[config.mk]
export PLATFORM = sky130hd
export DESIGN_NAME = mult_unit_flat
export DESIGN_NICKNAME = d
export VERILOG_FILES = /design/src/rtl/mult_pkg.sv /design/src/rtl/mult_unit_if.sv /design/src/rtl/mult_shift_add.sv /design/src/rtl/mult_unit.sv /design/src/flat_wrapper.sv
export SDC_FILE = /design/constraint.sdc
export NUM_CORES = 1
export LEC_CHECK = 0
export ABC_AREA = 1
export BUFFER_PORTS_ARGS = -buffer_cell sky130_fd_sc_hd__buf_4
export CAP_MARGIN = 10
export CORE_MARGIN = 2
export CORE_UTILIZATION = 52
export CTS_CLUSTER_DIAMETER = 80
export DETAILED_ROUTE_END_ITERATION = 16
export PLACE_DENSITY = 0.72
export SYNTH_ARGS = -nofsm -noshare
export SYNTH_HDL_FRONTEND = slang
export SYNTH_SLANG_ARGS = --single-unit
[constraint.sdc]
create_clock -name clk -period 2 [get_ports clk]
set_input_delay 0.2 -clock clk [delete_from_list [all_inputs] [get_ports clk]]
set_output_delay 0.2 -clock clk [all_outputs]
set_load 0.005 [all_outputs]
[src/rtl/mult_pkg.sv]
// Shared definitions for the iterative MULT/MULTU unit and the decoder that drives it.
package mult_pkg;

  typedef enum logic [1:0] {
    IDLE,
    BUSY,
    DONE
  } mult_state_t;

  localparam logic [5:0] MULT_FUNCT  = 6'b011000;
  localparam logic [5:0] MULTU_FUNCT = 6'b011001;

endpackage

[src/rtl/mult_unit_if.sv]
// Decode-side multiply request, stall request back to the hazard unit, and HI/LO read ports.
interface mult_unit_if #(
  parameter int WIDTH = 32
);

  logic             start_multD;
  logic             SignedD;
  logic [WIDTH-1:0] SrcAD;
  logic [WIDTH-1:0] SrcBD;
  logic             MultFinish;
  logic [WIDTH-1:0] HiOut;
  logic [WIDTH-1:0] LoOut;

  modport master (
    output start_multD, SignedD, SrcAD, SrcBD,
    input  MultFinish, HiOut, LoOut
  );

  modport slave (
    input  start_multD, SignedD, SrcAD, SrcBD,
    output MultFinish, HiOut, LoOut
  );

endinterface

[src/rtl/mult_shift_add.sv]
// Shift-add datapath: operand latches, 2*WIDTH accumulator and iteration counter.
module mult_shift_add #(
  parameter int WIDTH = 32,
  parameter int CNT_W = $clog2(WIDTH)
) (
  input  logic               clk,
  input  logic               reset,
  input  logic               load,
  input  logic               step,
  input  logic [WIDTH-1:0]   mcand_in,
  input  logic [WIDTH-1:0]   mplier_in,
  output logic               last,
  output logic [2*WIDTH-1:0] acc_next
);

  logic [WIDTH-1:0]   mcand;
  logic [WIDTH-1:0]   mplier;
  logic [2*WIDTH-1:0] acc;
  logic [CNT_W-1:0]   cnt;
  logic [WIDTH:0]     upper_sum;

  // The add can carry out of the upper half; that carry becomes the new MSB after the shift.
  always_comb begin
    upper_sum = {1'b0, acc[2*WIDTH-1:WIDTH]};
    if (mplier[0]) upper_sum = upper_sum + {1'b0, mcand};
    acc_next = {upper_sum, acc[WIDTH-1:1]};
  end

  assign last = (cnt == CNT_W'(WIDTH - 1));

  // NOTE: state registers use non-blocking assignments so every flop samples pre-edge values.
  always_ff @(posedge clk) begin
    if (reset)     cnt <= '0;
    else if (load) cnt <= '0;
    else if (step) cnt <= cnt + CNT_W'(1);
  end

  // NOTE: operand and accumulator flops carry no reset; load initialises them before any use.
  always_ff @(posedge clk) begin
    if (load) begin
      mcand  <= mcand_in;
      mplier <= mplier_in;
      acc    <= '0;
    end else if (step) begin
      acc    <= acc_next;
      mplier <= mplier >> 1;
    end
  end

endmodule

[src/rtl/mult_unit.sv]
// MULT/MULTU sequencer owning HI/LO; `MULT_SIGNED_EN enables the signed magnitude/negate path.
module mult_unit
  import mult_pkg::*;
#(
  parameter int WIDTH = 32,
  parameter int CNT_W = $clog2(WIDTH)
) (
  input logic        clk,
  input logic        reset,
  mult_unit_if.slave bus
);

  mult_state_t        state, state_next;
  logic               load, step, last;
  logic [WIDTH-1:0]   mag_a, mag_b;
  logic [2*WIDTH-1:0] prod_raw, product;
  logic [WIDTH-1:0]   hi, lo;

`ifdef MULT_SIGNED_EN
  logic neg_q;

  // |0x80000000| wraps to 0x80000000, which is the correct unsigned magnitude.
  assign mag_a = (bus.SignedD && bus.SrcAD[WIDTH-1]) ? -bus.SrcAD : bus.SrcAD;
  assign mag_b = (bus.SignedD && bus.SrcBD[WIDTH-1]) ? -bus.SrcBD : bus.SrcBD;

  always_ff @(posedge clk) begin
    if (reset)     neg_q <= 1'b0;
    else if (load) neg_q <= bus.SignedD & (bus.SrcAD[WIDTH-1] ^ bus.SrcBD[WIDTH-1]);
  end

  assign product = neg_q ? -prod_raw : prod_raw;
`else
  logic unused_signed;

  assign unused_signed = bus.SignedD;
  assign mag_a         = bus.SrcAD;
  assign mag_b         = bus.SrcBD;
  assign product       = prod_raw;
`endif

  mult_shift_add #(
    .WIDTH(WIDTH),
    .CNT_W(CNT_W)
  ) u_shift_add (
    .clk      (clk),
    .reset    (reset),
    .load     (load),
    .step     (step),
    .mcand_in (mag_a),
    .mplier_in(mag_b),
    .last     (last),
    .acc_next (prod_raw)
  );

  always_ff @(posedge clk) begin
    if (reset) state <= IDLE;
    else       state <= state_next;
  end

  // NOTE: every output of this block is defaulted first so no path can infer a latch.
  always_comb begin
    state_next     = state;
    load           = 1'b0;
    step           = 1'b0;
    bus.MultFinish = 1'b0;
    unique case (state)
      IDLE: if (bus.start_multD) begin
        bus.MultFinish = 1'b1;
        load           = 1'b1;
        state_next     = BUSY;
      end
      BUSY: begin
        bus.MultFinish = 1'b1;
        step           = 1'b1;
        if (last) state_next = DONE;
      end
      DONE:    state_next = IDLE;
      default: state_next = IDLE;
    endcase
  end

  // HI/LO are written in one shot from the final step's result, never piecewise.
  always_ff @(posedge clk) begin
    if (reset)                     {hi, lo} <= '0;
    else if (state == BUSY && last) {hi, lo} <= product;
  end

  assign bus.HiOut = hi;
  assign bus.LoOut = lo;

endmodule

[src/flat_wrapper.sv]
// flat-port wrapper written by rule: the top's interface ports become plain ports
module mult_unit_flat import mult_pkg::*;
#(
  parameter int WIDTH = 32,
  parameter int CNT_W = $clog2(WIDTH)
)
  (clk, reset, bus_start_multD, bus_SignedD, bus_SrcAD, bus_SrcBD, bus_MultFinish, bus_HiOut, bus_LoOut);
  mult_unit_if #(.WIDTH(WIDTH)) bus_i ();
  input logic clk;
  input logic reset;
  input wire logic [$bits(bus_i.start_multD)-1:0] bus_start_multD;
  input wire logic [$bits(bus_i.SignedD)-1:0] bus_SignedD;
  input wire logic [$bits(bus_i.SrcAD)-1:0] bus_SrcAD;
  input wire logic [$bits(bus_i.SrcBD)-1:0] bus_SrcBD;
  output wire logic [$bits(bus_i.MultFinish)-1:0] bus_MultFinish;
  output wire logic [$bits(bus_i.HiOut)-1:0] bus_HiOut;
  output wire logic [$bits(bus_i.LoOut)-1:0] bus_LoOut;
  assign bus_i.start_multD = bus_start_multD;
  assign bus_i.SignedD = bus_SignedD;
  assign bus_i.SrcAD = bus_SrcAD;
  assign bus_i.SrcBD = bus_SrcBD;
  assign bus_MultFinish = bus_i.MultFinish;
  assign bus_HiOut = bus_i.HiOut;
  assign bus_LoOut = bus_i.LoOut;
  mult_unit #(.WIDTH(WIDTH), .CNT_W(CNT_W)) u_core (.clk(clk), .reset(reset), .bus(bus_i));
endmodule
# After elaboration in Yosys (flattened, before gate mapping)
# Cells that the tools add are included.
[word_totals]
regBits = 199
latchBits = 0
mem_bits_rw = 0
rom_bits = 0
input_bits = 68
out_inout_bits = 65
elab_cells = 28
mem_count = 0
[classes]
addsub = 2
n_mul = 0
div = 0
order_cmp = 0
n_eq_ne = 4
n_shift = 0
mux = 10
n_bitwise = 0
n_reduce_logical = 5
[op_table]
columns = ["op", "n"]
rows = [
  ["32-bit 2-to-1 mux", 2],
  ["32-bit by 32-bit adder with 33-bit output", 1],
  ["33-bit 2-to-1 mux", 1],
  ["5-bit by 1-bit adder with 5-bit output (second input constant)", 1],
  ["5-bit == test (second input constant)", 1],
  ["2-bit 2-to-1 mux", 2],
  ["2-bit case mux with 2 select lines", 1],
  ["1-bit 2-to-1 mux", 3],
  ["2-bit by 1-bit == test with 1-bit output (second input constant)", 1],
  ["2-bit zero test", 1],
  ["2-bit by 1-bit inequality test with 1-bit output (second input constant)", 1],
  ["2-bit inequality test (second input constant)", 1],
  ["1-bit case mux with 2 select lines", 1],
  ["2-bit AND reduction", 1],
  ["2-bit nonzero test", 1],
  ["2-bit OR reduction", 1],
  ["1-bit logical AND", 1],
]

# Longest topological paths before layout
[logic_depth]
depth_word = 4
ltp_mapped = 14
mapped_depth_nobuf = 14

# Modules after synthesis
# Synthesis repeated with hierarchy kept, for this count alone.
[unflattened]
hier_cells = 1484
hier_area_um2 = 10440.0
[by_module_without_submodules]
columns = ["module", "instances", "cells_per_inst", "area_each_um2", "seq_area_each_um2"]
rows = [
  ["mult_shift_add", 1, 1066, 7713.6, 3283.1],
  ["mult_unit", 1, 418, 2726.4, 1321.3],
]

# Least setup slack after synthesis
# OpenSTA, ideal clock, no wires.
[synth_path]
kind = "register to register"
startpoint = "reg u_core.state[1]"
endpoint = "reg u_core.u_shift_add.mcand[0], enable pin"
setup_ns = 0.409
arrival_time_ns = 1.759
required_ns = 1.591
setup_slack_ns = -0.167
path_stages_with_launch = 5
path_buffers = 1
synth_period_minus_slack_ns = 2.167
cell_sequence = "dfxtp_1 inv_1 nand2_1 nor2_2 clkbuf_1"
[synth_between]
elab_chain_cells = 2
[synth_lines]
columns = ["element", "line", "source"]
rows = [
  ["start: declaration", "mult_unit.sv:13", "mult_state_t state, state_next;"],
  ["start signal: assignment", "mult_unit.sv:57", "else state <= state_next;"],
  ["2-bit zero test", "mult_unit.sv:66", "unique case (state)"],
  ["1-bit 2-to-1 mux", "mult_unit.sv:66", ""],
  ["net u_core.load", "mult_unit.sv:14", "logic load, step, last;"],
  ["end signal: assignment", "mult_shift_add.sv:41", "mcand <= mcand_in;"],
  ["end: declaration", "mult_shift_add.sv:16", "logic [WIDTH-1:0] mcand;"],
]
# The timed path passes the listed nets, and every way through them passes these cells.
# A chain may end at the register's enable or synchronous reset.

# Worst setup path after layout
[layout_path]
startpoint = "reg u_core.u_shift_add.mcand[0]"
endpoint = "reg u_core.u_shift_add.acc[59]"
[layout_between]
elab_chain_cells = 2
[layout_lines]
columns = ["element", "line", "source"]
rows = [
  ["32-bit by 32-bit adder with 33-bit output", "mult_shift_add.sv:25", "if (mplier[0]) upper_sum = upper_sum + {1'b0, mcand};"],
  ["33-bit 2-to-1 mux", "mult_shift_add.sv:25", ""],
  ["end signal: assignment", "mult_shift_add.sv:45", "acc <= acc_next;"],
  ["end: declaration", "mult_shift_add.sv:18", "logic [2*WIDTH-1:0] acc;"],
]
# Every way passes these cells.

==> impl_metrics.tcl <==
set metrics [dict create \
    finalHoldWorstSlack_ns 0.0218 \
    placedCellCount 1640 \
    grt_max_degree 54 \
    crit_type "reg2reg" \
    outcome "finished with violations" \
    crit_fanout 3 \
    r2r_cells 13 \
    finalSetupViolCount 2 \
    numPortBuffers 131 \
    synth_common_cells "nand2_1, inv_1, dfxtp_1, nand3_1, edfxtp_1" \
    routedWlPerCell_um 14.9 \
    drtIter0Drc 557 \
    cts_tree "built" \
    dieArea_mm2 0.0198 \
    power.total_uw 11800 \
    ys_types 38 \
    r2r_slack_ns -0.009 \
    ant_nets 0 \
    worst_path_max_delay_cell "edfxtp_1" \
    whs_endpoint "u_core.u_shift_add.mplier[17]" \
    cp_top_family "simple AND/OR/NAND/NOR gates" \
    worstMarginPinSlew_ns 0.645 \
    synthFlopType "dfxtp_1" \
    yosysMostFrequentCell "nand2_1" \
    synth_top_area_share_pct 27.6 \
    dp.final_hpwl_um 17200 \
    syn_area_per_cell_um2 7.59 \
    clock_path_buffers 2 \
    cp_common_cell "nand2_1" \
    drc 0 \
    powerDensity_mw_per_mm2 915 \
    drv_slew 0 \
    clock_latency_ns 0.44 \
    async_flop_share_pct 0 \
    fmax_ghz 0.498 \
    cap_violations 0 \
    reg2reg_to "u_core.u_shift_add.acc[59]" \
    grt_pass1_wl_um 39100 \
    startpoint_type "flop" \
    start_util_pct 53.5 \
    critical_path_arrival_ns 2.39 \
    critPathBufInv 0 \
    path_depth 13 \
    antenna_found_initial 0 \
    fin_crit_ns 2.01 \
    num_antenna_cells 0 \
    yosys-top-cells-area "dfxtp_1, edfxtp_1, nand2_1" \
    clkSinkCount 198 \
    htreeDepth 4 \
    ys_ff_latch 198 \
    syn_inst 1278 \
    layout_setup_ws_ns -0.00866 \
    core_area_mm2 0.0181 \
    grt_usage_pct 24.7 \
    leakage_uw 0.00603 \
    clock_skew_ns 0.0110 \
    yosysSeqAreaShare_pct 47.4 \
    dp_worst_setup_slack_ns -0.0591 \
    peakVddDrop_uv 672 \
    yosysWarnings 0 \
    routabilityCongestion 0.946 \
    placementRows 49 \
    syn_nets 1381 \
    final_net_count 1573 \
    dr.pass1.iters 5 \
    grt-ovfl-total 0 \
    rsz0062_at_grt "true" \
    finalCritPeriodShare_pct 100 \
    required_ns 2.38 \
    violations "negative setup slack" \
    numCtsBuffers 17 \
    worstReg2RegStart "u_core.u_shift_add.mcand[0]" \
    worstPathCellList "ha_4 > fa_2 > nand3_2 > nand3_2 > nand3_2 > nand3_4 > nand2_2 > nand2_1 > nand2_1 > nand3_2 > nand2_1 > nand2_1 > nand2_1" \
    wirelength_um 25500 \
    end_kind "flop" \
    root_buffer "clkbuf_16" \
    dr_total_vias 8834 \
    io_pins 133 \
    hold_class "in2reg" \
    cts.clk_slew.worst_paths_ns 0.08 \
    whs_path_depth 3 \
    finalHoldViolations 0 \
    grt_pass1_vias 8106 \
    instances_no_fill 1712 \
    synth_edf_count 64 \
    drive_above_1_share_pct 26.5 \
    synthesis.area_mm2 0.00971 \
    synth_top_area_cell "dfxtp_1" \
    cpPeakStageDelay_ns 0.42 \
    timing.slew.headroom_pct 57.0 \
    synthToLayoutAreaGrowth_pct 33.3 \
    min-delay-start "bus_SrcBD[17]" \
    die_h_um 141 \
    viasPerCell 5.16 \
    die_x_um 141 \
]
[cell families after synthesis]
kind of cell / Yosys count / synth area share [%]
compound gates: 165 / 9.76
xor+xnor: 16 / 1.44
fa+ha+maj: 35 / 4.59
buf+inv: 240 / 9.46
flops: 198 / 47.4
simple gates: 624 / 27.3
[through the flow]
step | area [um^2] | TNS, ns | utilization [%]
after global routing | 12900 | -1.29 | 71.3
after detailed placement | 11200 | -0.635 | 61.7
after CTS | 12200 | 0 | 67.2
final | 12900 | -0.0144 | 71.3
after floorplan | 9710 | -0.0360 | -
after global placement | 11200 | -0.0814 | 61.7
[sequential cells by signal, indices dropped and copies added, names as in the netlist]
signal	cells
u_core.bus.LoOut	32
u_core.u_shift_add.mcand	32
u_core.u_shift_add.mplier	32
u_core.u_shift_add.acc	63
u_core.bus.HiOut	32
u_core.state	2
u_core.u_shift_add.cnt	5
[area by class of cell]
cell class | count | area (um^2)
fill | 1477 | 5210
timing repair buffer | 219 | 1770
multi-input combinational | 840 | 4940
clock buffer | 20 | 468
sequential | 198 | 4610
clock inverter | 12 | 126
tap | 229 | 287
inverter | 194 | 738
[placed cells by master (no fill, tap or decap), types with 9 or more instances in the layout]
cell	instances
dlygate4sd3_1	33
ha_4	28
nand3_1	94
o21ai_0	47
nand2_4	12
edfxtp_1	64
nand3_2	25
o22ai_1	33
o21a_1	15
clkbuf_16	18
nor2_1	29
nor2_2	19
a21oi_1	9
dfxtp_1	133
xnor2_1	10
buf_4	182
a21oi_2	13
nand2_2	45
nand2_1	381
o21ai_1	32
inv_1	183
[worst max path at each step]
stage / from / end
global placement: u_core.u_shift_add.mcand[0] / u_core.bus.HiOut[15]
detailed placement: u_core.u_shift_add.mcand[0] / u_core.u_shift_add.acc[47]
global route: u_core.u_shift_add.mcand[0] / u_core.bus.HiOut[15]
floorplan: u_core.state[1] / u_core.u_shift_add.mplier[0]
finish: u_core.u_shift_add.mcand[0] / u_core.u_shift_add.acc[59]
CTS: u_core.u_shift_add.mcand[0] / u_core.u_shift_add.acc[57]
[worst register-to-register path: stages (launching register included)]
cell,delay [ns]
edfxtp_1,0.42
ha_4,0.19
fa_2,0.39
nand3_2,0.09
nand3_2,0.10
nand3_2,0.11
nand3_4,0.11
nand2_2,0.09
nand2_1,0.06
nand2_1,0.09
nand3_2,0.11
nand2_1,0.08
nand2_1,0.05
nand2_1,0.06
[metal layers]
| metal | global-route usage (%) | wire length (um) |
|---|---|---|
| met1 | 33.3 | 11400 |
| met2 | 40.3 | 12200 |
| met3 | 4.59 | 1440 |
| met4 | 8.26 | 476 |
| met5 | 0 | 0 |
[power by group]
part,internal (uW),switching [uW],total [uW]
Clock,1770,1670,3450
Combinational,1560,2100,3660
Sequential,4480,260,4740
[repair_timing]
item                                   in CTS  in global routing
endpoints found under the hold margin      34                  0
setup buffers                               0                  7
hold buffers                               33                  0
resized for setup                          10                151
pin swaps                                   2                 49
setup endpoints to repair                  55                 84
Power figures use the tool's default switching activity.
